**config.mk**
```make
export PLATFORM = sky130hd
export DESIGN_NAME = alu_sequencer_flat
export DESIGN_NICKNAME = d
export VERILOG_FILES = /design/src/rtl/alu_sequencer_if.sv /design/src/rtl/alu_sequencer.sv /design/src/flat_wrapper.sv
export SDC_FILE = /design/constraint.sdc
export NUM_CORES = 1
export LEC_CHECK = 0
export ABC_AREA = 1
export BUFFER_PORTS_ARGS = -buffer_cell sky130_fd_sc_hd__buf_2
export CAP_MARGIN = 40
export CORE_ASPECT_RATIO = 1.5
export CORE_MARGIN = 3
export CORE_UTILIZATION = 35
export DETAILED_ROUTE_END_ITERATION = 12
export PLACE_DENSITY = 0.59
export SYNTH_ARGS = -nofsm -noshare
export SYNTH_HDL_FRONTEND = slang
export SYNTH_SLANG_ARGS = --single-unit
export TNS_END_PERCENT = 5
```
**constraint.sdc**
```tcl
create_clock -name ph1 -period 1.4 [get_ports ph1]
set_input_delay 0.07 -clock ph1 [delete_from_list [all_inputs] [get_ports ph1]]
set_output_delay 0.07 -clock ph1 [all_outputs]
set_load 0.03 [all_outputs]
```
**src/rtl/alu_sequencer_if.sv**
```systemverilog
// Bundle of request, ALU-drive, ALU-return and response signals for the ALU sequencer.
// The sequencer connects through the slave modport; its environment uses master.
interface alu_sequencer_if;
  logic       req_valid;
  logic       req_ready;
  logic [3:0] req_fn;
  logic [7:0] req_acc;
  logic [7:0] req_mem;
  logic       d_flag;

  logic [7:0] alu_a;
  logic [7:0] alu_b;
  logic [3:0] alu_op;
  logic [9:0] alu_tristate_controls;
  logic [9:0] alu_tristate_controls_b;
  logic       alu_c_in;
  logic       alu_bcd;

  logic [7:0] alu_y;
  logic       alu_zero;
  logic       alu_negative;
  logic       alu_overflow;
  logic       alu_c_out;

  logic       rsp_valid;
  logic       rsp_ready;
  logic [7:0] rsp_y;
  logic       p_n;
  logic       p_v;
  logic       p_z;
  logic       p_c;

  modport slave (
    input  req_valid, req_fn, req_acc, req_mem, d_flag,
    output req_ready,
    output alu_a, alu_b, alu_op, alu_tristate_controls, alu_tristate_controls_b,
    output alu_c_in, alu_bcd,
    input  alu_y, alu_zero, alu_negative, alu_overflow, alu_c_out,
    output rsp_valid, rsp_y, p_n, p_v, p_z, p_c,
    input  rsp_ready
  );

  modport master (
    output req_valid, req_fn, req_acc, req_mem, d_flag,
    input  req_ready,
    input  alu_a, alu_b, alu_op, alu_tristate_controls, alu_tristate_controls_b,
    input  alu_c_in, alu_bcd,
    output alu_y, alu_zero, alu_negative, alu_overflow, alu_c_out,
    input  rsp_valid, rsp_y, p_n, p_v, p_z, p_c,
    output rsp_ready
  );
endinterface

```
**src/rtl/alu_sequencer.sv**
```systemverilog
// Sequences one 6502-style ALU operation per request over an external ALU,
// with an optional second pass that applies the BCD correction for ADC/SBC.
module alu_sequencer (
  input logic            ph1,
  input logic            resetb,
  alu_sequencer_if.slave bus
);

  typedef enum logic [1:0] {IDLE, EXEC, ADJ, RESP} state_t;

  localparam logic [3:0] FN_ADC = 4'd0;
  localparam logic [3:0] FN_SBC = 4'd1;
  localparam logic [3:0] FN_INC = 4'd2;
  localparam logic [3:0] FN_DEC = 4'd3;
  localparam logic [3:0] FN_ASL = 4'd4;
  localparam logic [3:0] FN_LSR = 4'd5;
  localparam logic [3:0] FN_ROL = 4'd6;
  localparam logic [3:0] FN_ROR = 4'd7;
  localparam logic [3:0] FN_ORA = 4'd8;
  localparam logic [3:0] FN_AND = 4'd9;
  localparam logic [3:0] FN_EOR = 4'd10;
  localparam logic [3:0] FN_CMP = 4'd11;
  localparam logic [3:0] FN_BIT = 4'd12;
  localparam logic [3:0] FN_SEC = 4'd13;
  localparam logic [3:0] FN_CLC = 4'd14;

  localparam logic [9:0] TS_ARITH = 10'h200;
  localparam logic [9:0] TS_ROR   = 10'h100;
  localparam logic [9:0] TS_ASL   = 10'h080;
  localparam logic [9:0] TS_ROL   = 10'h040;
  localparam logic [9:0] TS_OR    = 10'h020;
  localparam logic [9:0] TS_AND   = 10'h010;
  localparam logic [9:0] TS_EOR   = 10'h004;

  state_t     state_q;
  logic [3:0] fn_q;
  logic [7:0] acc_q;
  logic [7:0] mem_q;
  logic       dec_q;
  logic [7:0] alu_a_q;
  logic [7:0] alu_b_q;
  logic [3:0] alu_op_q;
  logic [9:0] ctrl_q;
  logic       alu_c_in_q;
  logic       rsp_valid_q;
  logic [7:0] rsp_y_q;
  logic       p_n_q;
  logic       p_v_q;
  logic       p_z_q;
  logic       p_c_q;

  // ALU drive for the EXEC cycle, decoded from the incoming request
  logic [9:0] ctrl_d;
  logic [3:0] alu_op_d;
  logic [7:0] alu_a_d;
  logic [7:0] alu_b_d;
  logic       alu_c_in_d;

  always_comb begin
    ctrl_d     = '0;
    alu_op_d   = '0;
    alu_a_d    = '0;
    alu_b_d    = '0;
    alu_c_in_d = 1'b0;
    case (bus.req_fn)
      FN_ADC, FN_SBC, FN_CMP: begin
        ctrl_d     = TS_ARITH;
        alu_op_d   = (bus.req_fn == FN_ADC) ? 4'd2 : 4'd3;
        alu_a_d    = bus.req_mem;
        alu_b_d    = bus.req_acc;
        alu_c_in_d = (bus.req_fn == FN_CMP) ? 1'b1 : p_c_q;
      end
      FN_INC, FN_DEC: begin
        ctrl_d     = TS_ARITH;
        alu_op_d   = (bus.req_fn == FN_INC) ? 4'd0 : 4'd1;
        alu_a_d    = bus.req_mem;
        alu_c_in_d = 1'b1;
      end
      FN_ASL: begin
        ctrl_d  = TS_ASL;
        alu_a_d = bus.req_mem;
      end
      FN_LSR: begin
        ctrl_d  = TS_ROR;
        alu_a_d = bus.req_mem;
      end
      FN_ROL, FN_ROR: begin
        ctrl_d     = (bus.req_fn == FN_ROL) ? TS_ROL : TS_ROR;
        alu_a_d    = bus.req_mem;
        alu_c_in_d = p_c_q;
      end
      FN_ORA, FN_AND, FN_EOR, FN_BIT: begin
        ctrl_d  = (bus.req_fn == FN_ORA) ? TS_OR :
                  (bus.req_fn == FN_EOR) ? TS_EOR : TS_AND;
        alu_a_d = bus.req_acc;
        alu_b_d = bus.req_mem;
      end
      default: ;
    endcase
  end

  // BCD correction, judged from the pass-1 result and the registered operands
  logic       is_sbc;
  logic       is_arith2;
  logic [4:0] half_add;
  logic [4:0] half_sub;
  logic       lo_fix;
  logic       hi_fix;
  logic [7:0] corr;
  logic       c_final;

  always_comb begin
    is_sbc    = (fn_q == FN_SBC);
    is_arith2 = (fn_q == FN_ADC) || is_sbc;
    half_add  = {1'b0, acc_q[3:0]} + {1'b0, mem_q[3:0]} + {4'd0, alu_c_in_q};
    half_sub  = {1'b0, acc_q[3:0]} + {1'b0, ~mem_q[3:0]} + {4'd0, alu_c_in_q};
    // A missing nibble carry in the ~a+b+c form is a half-borrow
    lo_fix    = is_sbc ? ~half_sub[4] : (half_add[4] | (bus.alu_y[3:0] > 4'd9));
    hi_fix    = is_sbc ? ~bus.alu_c_out : (bus.alu_c_out | (bus.alu_y > 8'h99));
    corr      = {(hi_fix ? 4'h6 : 4'h0), (lo_fix ? 4'h6 : 4'h0)};
    c_final   = (is_sbc || !dec_q) ? bus.alu_c_out : (bus.alu_c_out | hi_fix);
  end

  always_ff @(posedge ph1 or negedge resetb) begin
    if (!resetb) begin
      state_q     <= IDLE;
      fn_q        <= '0;
      acc_q       <= '0;
      mem_q       <= '0;
      dec_q       <= 1'b0;
      alu_a_q     <= '0;
      alu_b_q     <= '0;
      alu_op_q    <= '0;
      ctrl_q      <= '0;
      alu_c_in_q  <= 1'b0;
      rsp_valid_q <= 1'b0;
      rsp_y_q     <= '0;
      p_n_q       <= 1'b0;
      p_v_q       <= 1'b0;
      p_z_q       <= 1'b0;
      p_c_q       <= 1'b0;
    end else begin
      case (state_q)
        IDLE: begin
          if (bus.req_valid) begin
            fn_q       <= bus.req_fn;
            acc_q      <= bus.req_acc;
            mem_q      <= bus.req_mem;
            dec_q      <= bus.d_flag;
            ctrl_q     <= ctrl_d;
            alu_op_q   <= alu_op_d;
            alu_a_q    <= alu_a_d;
            alu_b_q    <= alu_b_d;
            alu_c_in_q <= alu_c_in_d;
            state_q    <= EXEC;
          end
        end

        EXEC: begin
          case (fn_q)
            FN_ADC, FN_SBC: begin
              rsp_y_q <= bus.alu_y;
              p_n_q   <= bus.alu_negative;
              p_v_q   <= bus.alu_overflow;
              p_z_q   <= bus.alu_zero;
              p_c_q   <= c_final;
            end
            FN_INC, FN_DEC, FN_ORA, FN_AND, FN_EOR: begin
              rsp_y_q <= bus.alu_y;
              p_n_q   <= bus.alu_negative;
              p_z_q   <= bus.alu_zero;
            end
            FN_ASL, FN_LSR, FN_ROL, FN_ROR: begin
              rsp_y_q <= bus.alu_y;
              p_n_q   <= bus.alu_negative;
              p_z_q   <= bus.alu_zero;
              p_c_q   <= bus.alu_c_out;
            end
            FN_CMP: begin
              rsp_y_q <= acc_q;
              p_n_q   <= bus.alu_negative;
              p_z_q   <= bus.alu_zero;
              p_c_q   <= bus.alu_c_out;
            end
            FN_BIT: begin
              rsp_y_q <= acc_q;
              p_n_q   <= mem_q[7];
              p_v_q   <= mem_q[6];
              p_z_q   <= bus.alu_zero;
            end
            FN_SEC: begin
              rsp_y_q <= acc_q;
              p_c_q   <= 1'b1;
            end
            FN_CLC: begin
              rsp_y_q <= acc_q;
              p_c_q   <= 1'b0;
            end
            default: rsp_y_q <= acc_q;
          endcase

          if (is_arith2 && dec_q) begin
            // Second pass keeps the arithmetic control and opcode of pass 1
            alu_a_q    <= corr;
            alu_b_q    <= bus.alu_y;
            alu_c_in_q <= is_sbc;
            state_q    <= ADJ;
          end else begin
            ctrl_q      <= '0;
            alu_op_q    <= '0;
            alu_a_q     <= '0;
            alu_b_q     <= '0;
            alu_c_in_q  <= 1'b0;
            rsp_valid_q <= 1'b1;
            state_q     <= RESP;
          end
        end

        ADJ: begin
          rsp_y_q     <= bus.alu_y;
          ctrl_q      <= '0;
          alu_op_q    <= '0;
          alu_a_q     <= '0;
          alu_b_q     <= '0;
          alu_c_in_q  <= 1'b0;
          rsp_valid_q <= 1'b1;
          state_q     <= RESP;
        end

        RESP: begin
          if (bus.rsp_ready) begin
            rsp_valid_q <= 1'b0;
            state_q     <= IDLE;
          end
        end

        default: state_q <= IDLE;
      endcase
    end
  end

  assign bus.req_ready               = (state_q == IDLE);
  assign bus.alu_a                   = alu_a_q;
  assign bus.alu_b                   = alu_b_q;
  assign bus.alu_op                  = alu_op_q;
  assign bus.alu_tristate_controls   = ctrl_q;
  assign bus.alu_tristate_controls_b = ~ctrl_q;
  assign bus.alu_c_in                = alu_c_in_q;
  assign bus.alu_bcd                 = 1'b0;
  assign bus.rsp_valid               = rsp_valid_q;
  assign bus.rsp_y                   = rsp_y_q;
  assign bus.p_n                     = p_n_q;
  assign bus.p_v                     = p_v_q;
  assign bus.p_z                     = p_z_q;
  assign bus.p_c                     = p_c_q;

endmodule

```
**src/flat_wrapper.sv**
```systemverilog
// flat-port wrapper written by rule: the top's interface ports become plain ports
module alu_sequencer_flat 
  (ph1, resetb, bus_req_valid, bus_req_fn, bus_req_acc, bus_req_mem, bus_d_flag, bus_req_ready, bus_alu_a, bus_alu_b, bus_alu_op, bus_alu_tristate_controls, bus_alu_tristate_controls_b, bus_alu_c_in, bus_alu_bcd, bus_alu_y, bus_alu_zero, bus_alu_negative, bus_alu_overflow, bus_alu_c_out, bus_rsp_valid, bus_rsp_y, bus_p_n, bus_p_v, bus_p_z, bus_p_c, bus_rsp_ready);
  alu_sequencer_if bus_i ();
  input logic ph1;
  input logic resetb;
  input wire logic [$bits(bus_i.req_valid)-1:0] bus_req_valid;
  input wire logic [$bits(bus_i.req_fn)-1:0] bus_req_fn;
  input wire logic [$bits(bus_i.req_acc)-1:0] bus_req_acc;
  input wire logic [$bits(bus_i.req_mem)-1:0] bus_req_mem;
  input wire logic [$bits(bus_i.d_flag)-1:0] bus_d_flag;
  output wire logic [$bits(bus_i.req_ready)-1:0] bus_req_ready;
  output wire logic [$bits(bus_i.alu_a)-1:0] bus_alu_a;
  output wire logic [$bits(bus_i.alu_b)-1:0] bus_alu_b;
  output wire logic [$bits(bus_i.alu_op)-1:0] bus_alu_op;
  output wire logic [$bits(bus_i.alu_tristate_controls)-1:0] bus_alu_tristate_controls;
  output wire logic [$bits(bus_i.alu_tristate_controls_b)-1:0] bus_alu_tristate_controls_b;
  output wire logic [$bits(bus_i.alu_c_in)-1:0] bus_alu_c_in;
  output wire logic [$bits(bus_i.alu_bcd)-1:0] bus_alu_bcd;
  input wire logic [$bits(bus_i.alu_y)-1:0] bus_alu_y;
  input wire logic [$bits(bus_i.alu_zero)-1:0] bus_alu_zero;
  input wire logic [$bits(bus_i.alu_negative)-1:0] bus_alu_negative;
  input wire logic [$bits(bus_i.alu_overflow)-1:0] bus_alu_overflow;
  input wire logic [$bits(bus_i.alu_c_out)-1:0] bus_alu_c_out;
  output wire logic [$bits(bus_i.rsp_valid)-1:0] bus_rsp_valid;
  output wire logic [$bits(bus_i.rsp_y)-1:0] bus_rsp_y;
  output wire logic [$bits(bus_i.p_n)-1:0] bus_p_n;
  output wire logic [$bits(bus_i.p_v)-1:0] bus_p_v;
  output wire logic [$bits(bus_i.p_z)-1:0] bus_p_z;
  output wire logic [$bits(bus_i.p_c)-1:0] bus_p_c;
  input wire logic [$bits(bus_i.rsp_ready)-1:0] bus_rsp_ready;
  assign bus_i.req_valid = bus_req_valid;
  assign bus_i.req_fn = bus_req_fn;
  assign bus_i.req_acc = bus_req_acc;
  assign bus_i.req_mem = bus_req_mem;
  assign bus_i.d_flag = bus_d_flag;
  assign bus_req_ready = bus_i.req_ready;
  assign bus_alu_a = bus_i.alu_a;
  assign bus_alu_b = bus_i.alu_b;
  assign bus_alu_op = bus_i.alu_op;
  assign bus_alu_tristate_controls = bus_i.alu_tristate_controls;
  assign bus_alu_tristate_controls_b = bus_i.alu_tristate_controls_b;
  assign bus_alu_c_in = bus_i.alu_c_in;
  assign bus_alu_bcd = bus_i.alu_bcd;
  assign bus_i.alu_y = bus_alu_y;
  assign bus_i.alu_zero = bus_alu_zero;
  assign bus_i.alu_negative = bus_alu_negative;
  assign bus_i.alu_overflow = bus_alu_overflow;
  assign bus_i.alu_c_out = bus_alu_c_out;
  assign bus_rsp_valid = bus_i.rsp_valid;
  assign bus_rsp_y = bus_i.rsp_y;
  assign bus_p_n = bus_i.p_n;
  assign bus_p_v = bus_i.p_v;
  assign bus_p_z = bus_i.p_z;
  assign bus_p_c = bus_i.p_c;
  assign bus_i.rsp_ready = bus_rsp_ready;
  alu_sequencer u_core (.ph1(ph1), .resetb(resetb), .bus(bus_i));
endmodule
```
### Word-level counts from Yosys, hierarchy flattened

Cells that the tools add are included.

* logic and storage cells: 137
* bits in registers: 67

* mux-type cells: 43
* add/subtract/negate cells: 4
* equality and inequality tests: 32
* bitwise logic cells: 7
* magnitude comparators: 2
* reduce and logical (&&, ||, !) cells: 33

Operators by type and width (number)
* $pmux W10 S5: 1
* $eq A4 B4 Y1 const B: 12
* $pmux W8 S2: 3
* $pmux W8 S3: 2
* $mux W8: 5
* $eq A4 B3 Y1 const B: 8
* $mux W10: 3
* $pmux W10 S3: 1
* $eq A4 B2 Y1 const B: 4
* $reduce_and A2 Y1: 7
* $reduce_or A13 Y1: 1
* $pmux W4 S3: 1
* $reduce_or A12 Y1: 1
* $mux W1: 11
* $reduce_or A11 Y1: 1
* $add A4 B4 Y5: 2
* $add A5 B1 Y5: 2
* $not A10 Y10: 1
* $reduce_or A5 Y1: 2
* $mux W9: 1
* $pmux W1 S3: 3
* $reduce_or A9 Y1: 1
* $eq A4 B1 Y1 const B: 2
* $gt A8 B8 Y1 const B: 1
* other kinds (27): 45

### Longest topological paths before layout

Gate-level depths: netlist of the first run.

* word-level depth: 8
* depth in mapped cells: 11
* gate-level depth less buffers: 11

### Worst setup path before layout of the first run

No wires, ideal clock.

* kind: register to register
* start point: register u_core.state_q[0]
* end point: register u_core.acc_q[5]
* cell stages (with the launch flop): 7
* path slack: -327 ps
* data required time: 1269 ps
* arrival time: 1595 ps
* clock period less this slack: 1727 ps
* path buffers: 1
* cells stage by stage: dfrtp_1 -> inv_1 -> ha_1 -> nand2_1 -> clkbuf_1 -> nand2_1 -> o21ai_0

* longest elaborated chain between the ends: 2

Ends and longest elaborated chain
* start: declaration: line alu_sequencer.sv:35 `state_t state_q;`
* start signal: assignment: line alu_sequencer.sv:126 `state_q <= IDLE;`
* start signal: assignment: line alu_sequencer.sv:155 `state_q <= EXEC;`
* start signal: assignment: line alu_sequencer.sv:207 `state_q <= ADJ;`
* $logic_not A2 Y1
* named net bus_req_ready: line flat_wrapper.sv:12 `output wire logic [$bits(bus_i.req_ready)-1:0] bus_req_ready;`
* $reduce_and A2 Y1 (no source line)
* end signal: assignment: line alu_sequencer.sv:147 `acc_q <= bus.req_acc;`
* end: declaration: line alu_sequencer.sv:37 `logic [7:0] acc_q;`

The timed path passes the listed nets, and every way through them passes these cells.
A chain may end at the register's enable or synchronous reset.

### Worst setup path after layout of the first run

* start point: register u_core.state_q[0]
* end point: register u_core.alu_a_q[5] (netlist: u_core.bus.alu_a[5])

* longest elaborated chain between the ends: 3
* elaborated cells between the ends (all ways): 7

Ends and longest elaborated chain
* $eq A2 B2 Y1, or another cell as far along: line alu_sequencer.sv:143 `case (state_q)`
* $reduce_bool A3 Y1 (no source line) or $ne A2 B2 Y1 (tied branches)
* $reduce_and A2 Y1 (no source line)
* end signal: assignment: line alu_sequencer.sv:152 `alu_a_q <= alu_a_d;`
* end signal: assignment: line alu_sequencer.sv:204 `alu_a_q <= corr;`
* end: declaration: line alu_sequencer.sv:40 `logic [7:0] alu_a_q;`

Several ways; a longest one is shown, not always the timed one.

==> summary.txt, run 1 <==
Outcome
  – Status: finished, violations left
  – Failing checks: negative setup slack

Clock network
  – TritonCTS clock tree: done
  – Largest buffer count on any clock path: 2
  – CTS buffer count: 9
  – CTS clk-pin slew, worst paths: 50 ps
  – Number of H-tree levels: 3
  – Worst skew pair latency: 330 ps
  – Clock net sink count: 60
  – Clock Root Buffer: clkbuf_16

Finish
  – Non-filler instance count after layout: 706
  – Fraction of final layout cells sized beyond drive strength 1: 0.310
  – Post-route design area: 4750 um^2
  – Post-route core utilization: 0.507
  – Number of fill cells in the layout: 906
  – Number of inserted diodes: 0
  – Post-layout net count: 639
  – Signed area change from the synthesized netlist to the final layout: 40.0%

STA
  – Max-slew violation total from the final report: 0
  – Final Hold Vio Count: 0
  – Post-route clock period utilization: 1.13
  – Maximum clock skew at final layout: 6.07 ps
  – Post-layout minimum cycle time: 1580 ps
  – Unrepaired setup endpoints after global routing: yes
  – Achievable Freq: 0.635 GHz
  – Final-report setup violation count: 48
  – Worst setup slack after layout: -175 ps
  – Post-Route Hold Slack: 11.4 ps

Setup path
  – Data arrival time of the critical path: 1840 ps
  – Depth of the most critical reg-to-reg path: 7
  – WS Path Type: register to register
  – Worst setup EP type: register
  – Critical path fanouts, max: 4
  – Startpoint kind of the worst setup timing path: register
  – Data required time at the worst endpoint: 1660 ps

Synth
  – Count of warnings emitted by yosys: 0
  – Mean cell area of the mapped netlist: 7.55 um^2
  – Register bit count reported by yosys: 60
  – Post-synthesis share of cell area spent on full adders, half adders and majority gates: 0.0480
  – Number of synthesized flops with an enable pin: 0
  – Main combinational cell family by area after synthesis: simple AND/OR/NAND/NOR gates
  – Dominant register cell in the synthesized netlist: dfrtp_1
  – Complex-gate fraction of the synthesized area: 0.133
  – Share of the synthesized netlist area taken by xor and xnor gates: 0
  – Fraction of the yosys area taken by sequential cells: 0.443
  – Synthesized instance count: 449
  – Post-synth ARST share: 1.00
  – Number of distinct library cell variants in the gate-level netlist after synthesis: 31
  – Post-synthesis mux area share: 0.00664
  – Cell area after synthesis: 3390 um^2
  – Fraction of the mapped netlist area in simple logic gates: 0.267

Routing
  – Routed met1 length: 4090 um
  – Met2 WL: 5000 um
  – DRC violations left: 0
  – Top metal layer carrying routed signals: met4
  – Per-cell via count in the routed design: 4.71
  – Wirelength per Cell: 13.8 um
  – Vias after detailed routing: 3323
  – Drt pass-1 iters: 6
  – Initial DRC count: 197
  – Met3 routed wirelength: 405 um
  – Post-detailed-routing wire length: 9760 um
  – Number of routed nets with antenna violations: 0

Placement
  – IO buf count: 83
  – Number of placed instances, taps included: 676
  – Final weighted congestion in routability-driven placement: 0.858
  – Pre-CTS WS: -186 ps
  – Area after detailed placement: 4240 um^2
  – HPWL after detailed placement: 7470 um

Pwr
  – Peak supply drop: 1.53 mV
  – Leakage power summed over all cells: 2.59 nW
  – Areal power density over the cells: 2560 nW/um^2

Global routing
  – Via count of the first global-routing pass: 3165
  – Total Routing Usage GR: 0.183
  – Residual overflow from global routing: 0
  – Pin count of the biggest net entering global routing: 61
  – First-pass GRT wire length: 15400 um
  – Number of antenna violations at the first check in global routing: 0

Floorplan
  – Die width: 86.4 um
  – Ports placed on the boundary: 93
  – Vertical extent of the die: 127 um
  – Effective utilization at floorplan: 0.362
  – Number of rows in the core area: 43
  – Die outline area: 10900 um^2
  – Core Box Area: 9360 um^2

Hold path
  – Number of instances on the worst hold path: 3
  – Hold crit path type: primary input to register

Job
  – Max cap viols: 0
[metrics by stage]
step	power, mW	setup TNS [ps]
floorplan	6.96	-63.6
global placement	9.35	-2120
detailed placement	9.44	-3770
CTS	12.0	-3340
global route	13.0	-8540
finish	12.1	-3840
[what timing repair did]
item,4_1_cts,5_1_grt
gates resized for setup,12,20
pin swaps,5,6
buffers inserted,7,2
hold endpoints to repair,64,0
setup endpoints to repair,48,61
hold buffers,5,0
[report_power, final]
| part | switching (mW) | leakage, nW | internal [mW] | total (mW) |
|---|---|---|---|---|
| logic | 4.13 | 1.70 | 2.96 | 7.09 |
| registers | 0.479 | 0.752 | 2.50 | 2.98 |
| clock network | 0.736 | 0.140 | 1.34 | 2.08 |
| total | 5.35 | 2.59 | 6.80 | 12.1 |
[layout make-up]
cell class	instances	area (um^2)	area share
Clock inverter	1	5.00	0.00105
Multi-Input combinational cell	319	1670	0.351
Inverter	60	233	0.0490
Timing Repair Buffer	139	925	0.195
Tap cell	112	140	0.0295
Clock buffer	15	278	0.0585
Sequential cell	60	1500	0.316
[cell families after synthesis]
kind of cell,after synthesis
mux,2
simple gates,214
fa+ha+maj,13
other cells,2
compound gates,81
flops,60
buf+inv,77
[cell usage in the layout, fill, tap and decap left out, drive strengths merged]
cell type / n
a21boi: 4
a21oi: 28
a22oi: 3
a31oi: 2
buf: 134
clkbuf: 15
clkinv: 1
conb: 9
dfrtp: 60
dlygate4sd3: 5
ha: 13
inv: 60
mux2: 2
nand2: 154
nand3: 21
nand4: 3
nor2: 34
nor3: 2
o21a: 1
o21ai: 35
o22ai: 7
o31ai: 1
[path summary, 6_finish.rpt]
path	end	slack (ps)	start
worst max-delay path	u_core.bus.alu_a[5]	-180	u_core.state_q[0]
worst min-delay path	u_core.bus.alu_b[6]	10	bus_alu_y[6]
worst max register to register	u_core.bus.alu_a[5]	-180	u_core.state_q[0]
worst min register to register	u_core.bus.rsp_valid	480	u_core.bus.rsp_valid
max in group asynchronous	u_core.bus.alu_b[2]	840	resetb
min in group asynchronous	u_core.mem_q[6]	300	resetb
[registers in the layout, indices dropped and copies added (netlist names)]
register and cells:
u_core.acc_q 8, u_core.bus.alu_a 8, u_core.bus.alu_b 8, u_core.bus.rsp_y 8, u_core.bus.alu_tristate_controls 7, u_core.mem_q 6
u_core.fn_q 4, u_core.bus.alu_op 2, u_core.state_q 2, u_core.bus.alu_c_in 1, u_core.bus.p_c 1, u_core.bus.p_n 1
u_core.bus.p_v 1, u_core.bus.p_z 1, u_core.bus.rsp_valid 1, u_core.dec_q 1
[per-layer routing]
layer | track usage | vias to the layer above
li1 | - | 1689
met1 | 0.221 | 1526
met2 | 0.305 | 91
met3 | 0.0448 | 17
met4 | 0.0835 | 0
met5 | 0 | -
[critical path: stages (launching register included)]
cell and delay [ps]:
dfrtp_1 420, inv_2 80, ha_4 180, a21oi_4 240
nand4_1 190, a21oi_1 180, nand2_1 130, nand2_1 90
[synthesized netlist by cell type (4+ instances only)]
| cell | number | area [um^2] |
|---|---|---|
| nand2_1 | 150 | 563 |
| dfrtp_1 | 60 | 1500 |
| inv_1 | 58 | 218 |
| o21ai_0 | 32 | 160 |
| a21oi_1 | 27 | 135 |
| nor2_1 | 26 | 97.6 |
| nand3_1 | 20 | 100 |
| ha_1 | 13 | 163 |
| buf_4 | 10 | 75.1 |
| o22ai_1 | 7 | 43.8 |
| nor2_2 | 5 | 31.3 |
| a21boi_0 | 4 | 30.0 |
| nand2_2 | 4 | 25.0 |
Note: power is estimated with default switching activity, not from simulation.
==> run 2, diff against run 1 <==
Settings changed: PLACE_DENSITY 0.59 to 0.57.
Clock period 1.4 ns to 1.49 ns, I/O delays scaled along.
==> run 2 against run 1 <==
Compared with the run above: sequential share of layout area is 0.75 points higher; core utilization is 1.2 points lower; clock skew about the same; critical endpoint is now u_core.bus.alu_tristate_controls[6]; combinational power decreased by 14%; sequential power is 6% lower; wire length is essentially flat; via count decreased by 1.3%; the flow still finishes with violations (negative setup slack).
==> summary.txt, run 2 (synthesis results as in run 1) <==
Global routing
  – Via count of the first global-routing pass: 3413 (was 3165)
  – Total Routing Usage GR: 0.191 (was 0.183)
  – Pin count of the biggest net entering global routing: 61 (unchanged)
  – First-pass GRT wire length: 16200 um (was 15400 um)
  – Number of antenna violations at the first check in global routing: 0 (unchanged)
  – Residual overflow from global routing: 0 (unchanged)

Finish
  – Signed area change from the synthesized netlist to the final layout: 36.8% (was 40.0%)
  – Non-filler instance count after layout: 693 (was 706)
  – Post-layout net count: 627 (was 639)
  – Post-route design area: 4640 um^2 (was 4750 um^2)
  – Number of fill cells in the layout: 958 (was 906)
  – Post-route core utilization: 0.495 (was 0.507)
  – Number of inserted diodes: 0 (unchanged)
  – Fraction of final layout cells sized beyond drive strength 1: 0.282 (was 0.310)
  – Most frequent cells in the layout: nand2_1, buf_2, dfrtp_1 (unchanged)
  – Most common cell after layout, fill and taps aside: nand2_1 (unchanged)

Placement
  – Final weighted congestion in routability-driven placement: 0.881 (was 0.858)
  – Area after detailed placement: 4180 um^2 (was 4240 um^2)
  – Number of placed instances, taps included: 668 (was 676)
  – IO buf count: 83 (unchanged)
  – Pre-CTS WS: -140 ps (was -186 ps)
  – HPWL after detailed placement: 7580 um (was 7470 um)

Floorplan
  – Ports placed on the boundary: 93 (unchanged)
  – Core Box Area: 9360 um^2 (unchanged)
  – Die width: 86.4 um (unchanged)
  – Effective utilization at floorplan: 0.362 (unchanged)
  – Die outline area: 10900 um^2 (unchanged)
  – Number of rows in the core area: 43 (unchanged)
  – Vertical extent of the die: 127 um (unchanged)

Setup path
  – Data required time at the worst endpoint: 1730 ps (was 1660 ps)
  – WS Path Type: register to register (unchanged)
  – Total buffers and inverters traversed by the critical path: 2 (was 1)
  – Startpoint of the worst-slack reg-to-reg timing path: u_core.state_q[1] (was u_core.state_q[0])
  – List of cells traversed by the critical path: inv_2, ha_4, a21oi_4, inv_6, nor2_8, nand2_4, o22ai_1 (was inv_2, ha_4, a21oi_4, nand4_1, a21oi_1, nand2_1, nand2_1)
  – Largest delay contributor family on the critical path: flip-flops (unchanged)
  – Startpoint kind of the worst setup timing path: register (unchanged)
  – Critical Path Source: u_core.state_q[1] (was u_core.state_q[0])
  – CP max-delay cell: dfrtp_1 (unchanged)
  – Data arrival time of the critical path: 1760 ps (was 1840 ps)
  – Worst setup EP type: register (unchanged)
  – Worst path max stage delay: 410 ps (was 420 ps)
  – Critical path fanouts, max: 7 (was 4)

Routing
  – Number of routed nets with antenna violations: 0 (unchanged)
  – Initial DRC count: 158 (was 197)
  – Drt pass-1 iters: 4 (was 6)
  – Wirelength per Cell: 14.1 um (was 13.8 um)
  – Vias after detailed routing: 3280 (was 3323)
  – Per-cell via count in the routed design: 4.73 (was 4.71)
  – DRC violations left: 0 (unchanged)
  – Post-detailed-routing wire length: 9760 um (about the same)

STA
  – Worst setup slack after layout: -29.0 ps (was -175 ps)
  – Unrepaired setup endpoints after global routing: yes (unchanged)
  – Post-layout minimum cycle time: 1520 ps (was 1580 ps)
  – Maximum clock skew at final layout: 6.44 ps (was 6.07 ps)
  – Final Hold Vio Count: 0 (unchanged)
  – Max-slew violation total from the final report: 0 (unchanged)
  – Achievable Freq: 0.658 GHz (was 0.635 GHz)
  – Post-Route Hold Slack: 14.3 ps (was 11.4 ps)
  – Setup TNS: -186 ps (was -3840 ps)
  – Final-report setup violation count: 15 (was 48)
  – Post-route clock period utilization: 1.02 (was 1.13)

Pwr
  – Switching power of the nets: 4.87 mW (was 5.35 mW)
  – Leakage power summed over all cells: 2.53 nW (was 2.59 nW)
  – Areal power density over the cells: 2380 nW/um^2 (was 2560 nW/um^2)
  – Design Power: 11.0 mW (was 12.1 mW)
  – Portion of total power attributed to the clock network: 0.191 (was 0.171)
  – Sequential group share of total power: 0.254 (was 0.245)
  – Peak supply drop: 0.914 mV (was 1.53 mV)
  – Switching fraction of total power: 0.442 (was 0.440)
  – Part of the power in combinational logic: 0.555 (was 0.584)
  – Total internal power: 6.15 mW (was 6.80 mW)

Clock network
  – Worst skew pair latency: 330 ps (about the same)
  – Largest buffer count on any clock path: 2 (unchanged)
  – Number of H-tree levels: 3 (unchanged)
  – Clock net sink count: 60 (unchanged)
  – CTS clk-pin slew, worst paths: 50 ps (about the same)
  – Clock Root Buffer: clkbuf_16 (unchanged)
  – CTS buffer count: 9 (unchanged)
  – TritonCTS clock tree: done (unchanged)

Hold path
  – Startpoint of the most critical hold path: bus_alu_negative (was bus_alu_y[6])
  – Hold crit path type: primary input to register (unchanged)

Job
  – Max cap viols: 0 (unchanged)

Outcome
  – Failing checks: negative setup slack (unchanged)
  – Status: finished, violations left (unchanged)
run 2: cell types whose count changed in the layout (fill, tap and decap cells not counted), sizes merged:
cell,before,now
bufinv,0,1
clkbuf,15,14
clkinv,1,0
dlygate4sd3,5,6
buf,134,121
run 2: worst min-delay path: stages:
cell	delay, ps
buf_2	100
nand2_1	50
a31oi_1	70
run 2: routing by layer:
metal  share of wire  GRT usage
met1            0.41      0.232
met2            0.51      0.324
met3           0.040     0.0338
met4           0.033     0.0853
met5               0          0
run 2: path summary, 6_finish.rpt:
| check | endpoint | slack [ps] | depth (start not counted) |
|---|---|---|---|
| max reg2reg | u_core.bus.alu_tristate_controls[6] | -30 | 7 |
| max | u_core.bus.alu_tristate_controls[6] | -30 | 7 |
| max in group asynchronous | u_core.mem_q[6] | 930 | 3 |
| min in group asynchronous | u_core.bus.rsp_y[3] | 280 | 3 |
| min | u_core.bus.p_n | 10 | 3 |
| min reg2reg | u_core.bus.rsp_valid | 470 | 2 |
run 2: power groups by stage:
stage / Sequential (mW) / Combinational (mW) / Clock [mW]
floorplan: 3.60 / 2.84 / 0
global placement: 2.80 / 5.76 / 0
detailed placement: 2.82 / 5.86 / 0
CTS: 2.80 / 6.10 / 2.16
global route: 2.89 / 6.76 / 2.22
finish: 2.80 / 6.11 / 2.11
run 2: cell type report:
class	instances	area [um^2]	area share
Multi-Input combinational cell	319	1630	0.352
Sequential cell	60	1500	0.324
Timing Repair Buffer	127	827	0.178
Clock buffer	14	274	0.0591
Inverter	60	230	0.0496
Tap cell	112	140	0.0302
Clock inverter	1	30.0	0.00648
run 2: repair_timing:
action / CTS / global route
setup buffers: 4 / 0
cloned: 0 / 0
pin swaps: 5 / 1
gates resized for setup: 9 / 9
endpoints found under the setup margin: 23 / 38
hold buffers: 6 / 0
endpoints found under the hold margin: 65 / 0
==> run 3, diff against run 2 <==
--- a/constraint.sdc
+++ b/constraint.sdc
@@ -3,2 +3,2 @@
 set_output_delay 0.0745 -clock ph1 [all_outputs]
-set_load 0.03 [all_outputs]
+set_load 0.1 [all_outputs]
==> run 3 against run 2 <==
Compared with the run above: the flow still finishes with violations (negative setup slack); worst setup slack improved by 26 ps; wire length rose by 1.0%; cell count fell by 1.2%; clock skew fell by 2.4 ps; critical path depth rose by 1; die area did not move; non-clock buffer count fell by 10; core utilization fell by 0.61 points; sequential cell count did not move; design area fell by 1.2%; highest routed layer unchanged.
==> summary.txt, run 3 (synthesis results as in run 1) <==
STA
  – Worst setup slack after layout: -2.62 ps (was -29.0 ps)
  – Achievable Freq: 0.670 GHz (was 0.658 GHz)
  – Post-route clock period utilization: 1.00 (was 1.02)
  – Transition time at the pin with the least slew margin: 518 ps
  – Maximum clock skew at final layout: 4.04 ps (was 6.44 ps)
  – Post-Route Hold Slack: 5.03 ps (was 14.3 ps)
  – Post-layout minimum cycle time: 1490 ps (was 1520 ps)
  – Headroom to the max-slew limit: 0.655
  – Setup TNS: -2.62 ps (was -186 ps)
  – Max-slew violation total from the final report: 0 (unchanged)
  – Final Hold Vio Count: 0 (unchanged)
  – Unrepaired setup endpoints after global routing: yes (unchanged)
  – Final-report setup violation count: 1 (was 15)

Finish
  – Signed area change from the synthesized netlist to the final layout: 35.1% (was 36.8%)
  – Number of fill cells in the layout: 978 (was 958)
  – Fraction of final layout cells sized beyond drive strength 1: 0.298 (was 0.282)
  – Most frequent cells in the layout: nand2_1, buf_2, dfrtp_1 (unchanged)
  – Most common cell after layout, fill and taps aside: nand2_1 (unchanged)
  – Post-layout net count: 619 (was 627)
  – Number of inserted diodes: 0 (unchanged)

Routing
  – Post-detailed-routing wire length: 9860 um (was 9760 um)
  – Initial DRC count: 177 (was 158)
  – Per-cell via count in the routed design: 4.77 (was 4.73)
  – Vias after detailed routing: 3270 (was 3280)
  – Number of routed nets with antenna violations: 0 (unchanged)
  – Wirelength per Cell: 14.4 um (was 14.1 um)
  – Drt pass-1 iters: 4 (unchanged)
  – DRC violations left: 0 (unchanged)

Setup path
  – Depth of the most critical reg-to-reg path: 8 (was 7)
  – Critical path fanouts, max: 7 (unchanged)
  – Worst setup EP type: register (unchanged)
  – Startpoint of the worst-slack reg-to-reg timing path: u_core.state_q[1] (unchanged)
  – Startpoint kind of the worst setup timing path: register (unchanged)
  – Worst setup slack for register-to-register paths: -3 ps (was -30 ps)
  – Data arrival time of the critical path: 1730 ps (was 1760 ps)
  – RR Endpoint: u_core.bus.alu_tristate_controls[9] (was u_core.bus.alu_tristate_controls[6])
  – Data required time at the worst endpoint: 1730 ps (about the same)
  – WS Path Type: register to register (unchanged)

Global routing
  – Number of antenna violations at the first check in global routing: 0 (unchanged)
  – Total Routing Usage GR: 0.190 (was 0.191)
  – First-pass GRT wire length: 15900 um (was 16200 um)
  – Via count of the first global-routing pass: 3246 (was 3413)
  – Residual overflow from global routing: 0 (unchanged)
  – Pin count of the biggest net entering global routing: 29 (was 61)

Floorplan
  – Vertical extent of the die: 127 um (unchanged)
  – Die outline area: 10900 um^2 (unchanged)
  – Effective utilization at floorplan: 0.362 (unchanged)
  – Core Box Area: 9360 um^2 (unchanged)
  – Number of rows in the core area: 43 (unchanged)
  – Die width: 86.4 um (unchanged)
  – Ports placed on the boundary: 93 (unchanged)

Clock network
  – TritonCTS clock tree: done (unchanged)
  – CTS buffer count: 9 (unchanged)
  – Clock net sink count: 60 (unchanged)
  – Worst skew pair latency: 330 ps (about the same)
  – Largest buffer count on any clock path: 2 (unchanged)
  – Number of H-tree levels: 3 (unchanged)
  – Clock Root Buffer: clkbuf_16 (unchanged)
  – CTS clk-pin slew, worst paths: 50 ps (about the same)

Hold path
  – Startpoint of the most critical hold path: bus_alu_y[4] (was bus_alu_negative)
  – Hold crit path type: primary input to register (unchanged)
  – Sink of the worst hold path: u_core.bus.alu_b[4] (was u_core.bus.p_n)
  – Number of instances on the worst hold path: 3 (unchanged)

Placement
  – IO buf count: 83 (unchanged)
  – HPWL after detailed placement: 7550 um (was 7580 um)
  – Final weighted congestion in routability-driven placement: 0.864 (was 0.881)

Outcome
  – Status: finished, violations left (unchanged)
  – Failing checks: negative setup slack (unchanged)

Job
  – Max cap viols: 0 (unchanged)
[run 3: through the flow]
step | area, um^2 | utilization | setup WS (ps) | std cells
finish | 4580 | 0.489 | -2.62 | 685
global route | 4580 | 0.489 | -105 | 685
CTS | 4550 | 0.486 | -21.2 | 684
detailed placement | 4170 | 0.446 | -93.3 | 661
global placement | 4170 | 0.446 | -24.5 | 661
floorplan | 3480 | - | -124 | 456
[run 3: worst max-delay path: stages, from the launching register on]
cell	delay, ps
dfrtp_1	420
inv_2	80
ha_4	170
a21oi_4	140
buf_12	150
inv_8	50
nor2_8	120
nand2_4	100
o22ai_1	170
[run 3: metal layers]
| layer | up-vias | part of all wire | global-route usage |
|---|---|---|---|
| li1 | 1645 | - | - |
| met1 | 1514 | 0.40 | 0.233 |
| met2 | 96 | 0.53 | 0.324 |
| met3 | 15 | 0.046 | 0.0357 |
| met4 | 0 | 0.023 | 0.0752 |
| met5 | - | 0 | 0 |
[run 3: worst max path at each step]
stage	startpoint	to	slack (ps)	cells past startpoint
finish	u_core.state_q[1]	u_core.bus.alu_tristate_controls[9]	-3	8
global route	u_core.state_q[1]	u_core.bus.alu_a[6]	-110	8
CTS	u_core.state_q[1]	u_core.bus.alu_tristate_controls[5]	-20	8
detailed placement	u_core.state_q[0]	u_core.state_q[0]	-90	8
global placement	u_core.state_q[1]	u_core.bus.alu_tristate_controls[7]	-20	7
floorplan	u_core.bus.alu_tristate_controls[5]	u_core.bus.alu_tristate_controls[5]	-120	2
[run 3: repair_timing]
| action | CTS | global route |
|---|---|---|
| endpoints found under the setup margin | 29 | 37 |
| resized for setup | 13 | 8 |
| setup buffers | 3 | 0 |
| gates cloned | 1 | 1 |
| pin swaps | 4 | 6 |
| endpoints found under the hold margin | 18 | 0 |
| hold buffers | 4 | 0 |
[run 3: cell type report]
cell class / count / area [um^2] / share of cell area
tap: 112 / 140 / 0.0306
timing repair inverter: 2 / 11.3 / 0.00246
sequential: 60 / 1510 / 0.330
timing repair buffer: 117 / 749 / 0.164
multi-input combinational: 319 / 1640 / 0.357
clock inverter: 2 / 10.0 / 0.00219
clock buffer: 13 / 260 / 0.0568
inverter: 60 / 259 / 0.0566
Power of run 3 is left out: the tool's default activity adds up to more than one toggle a clock period on the data nets, which glitch-free logic cannot reach.
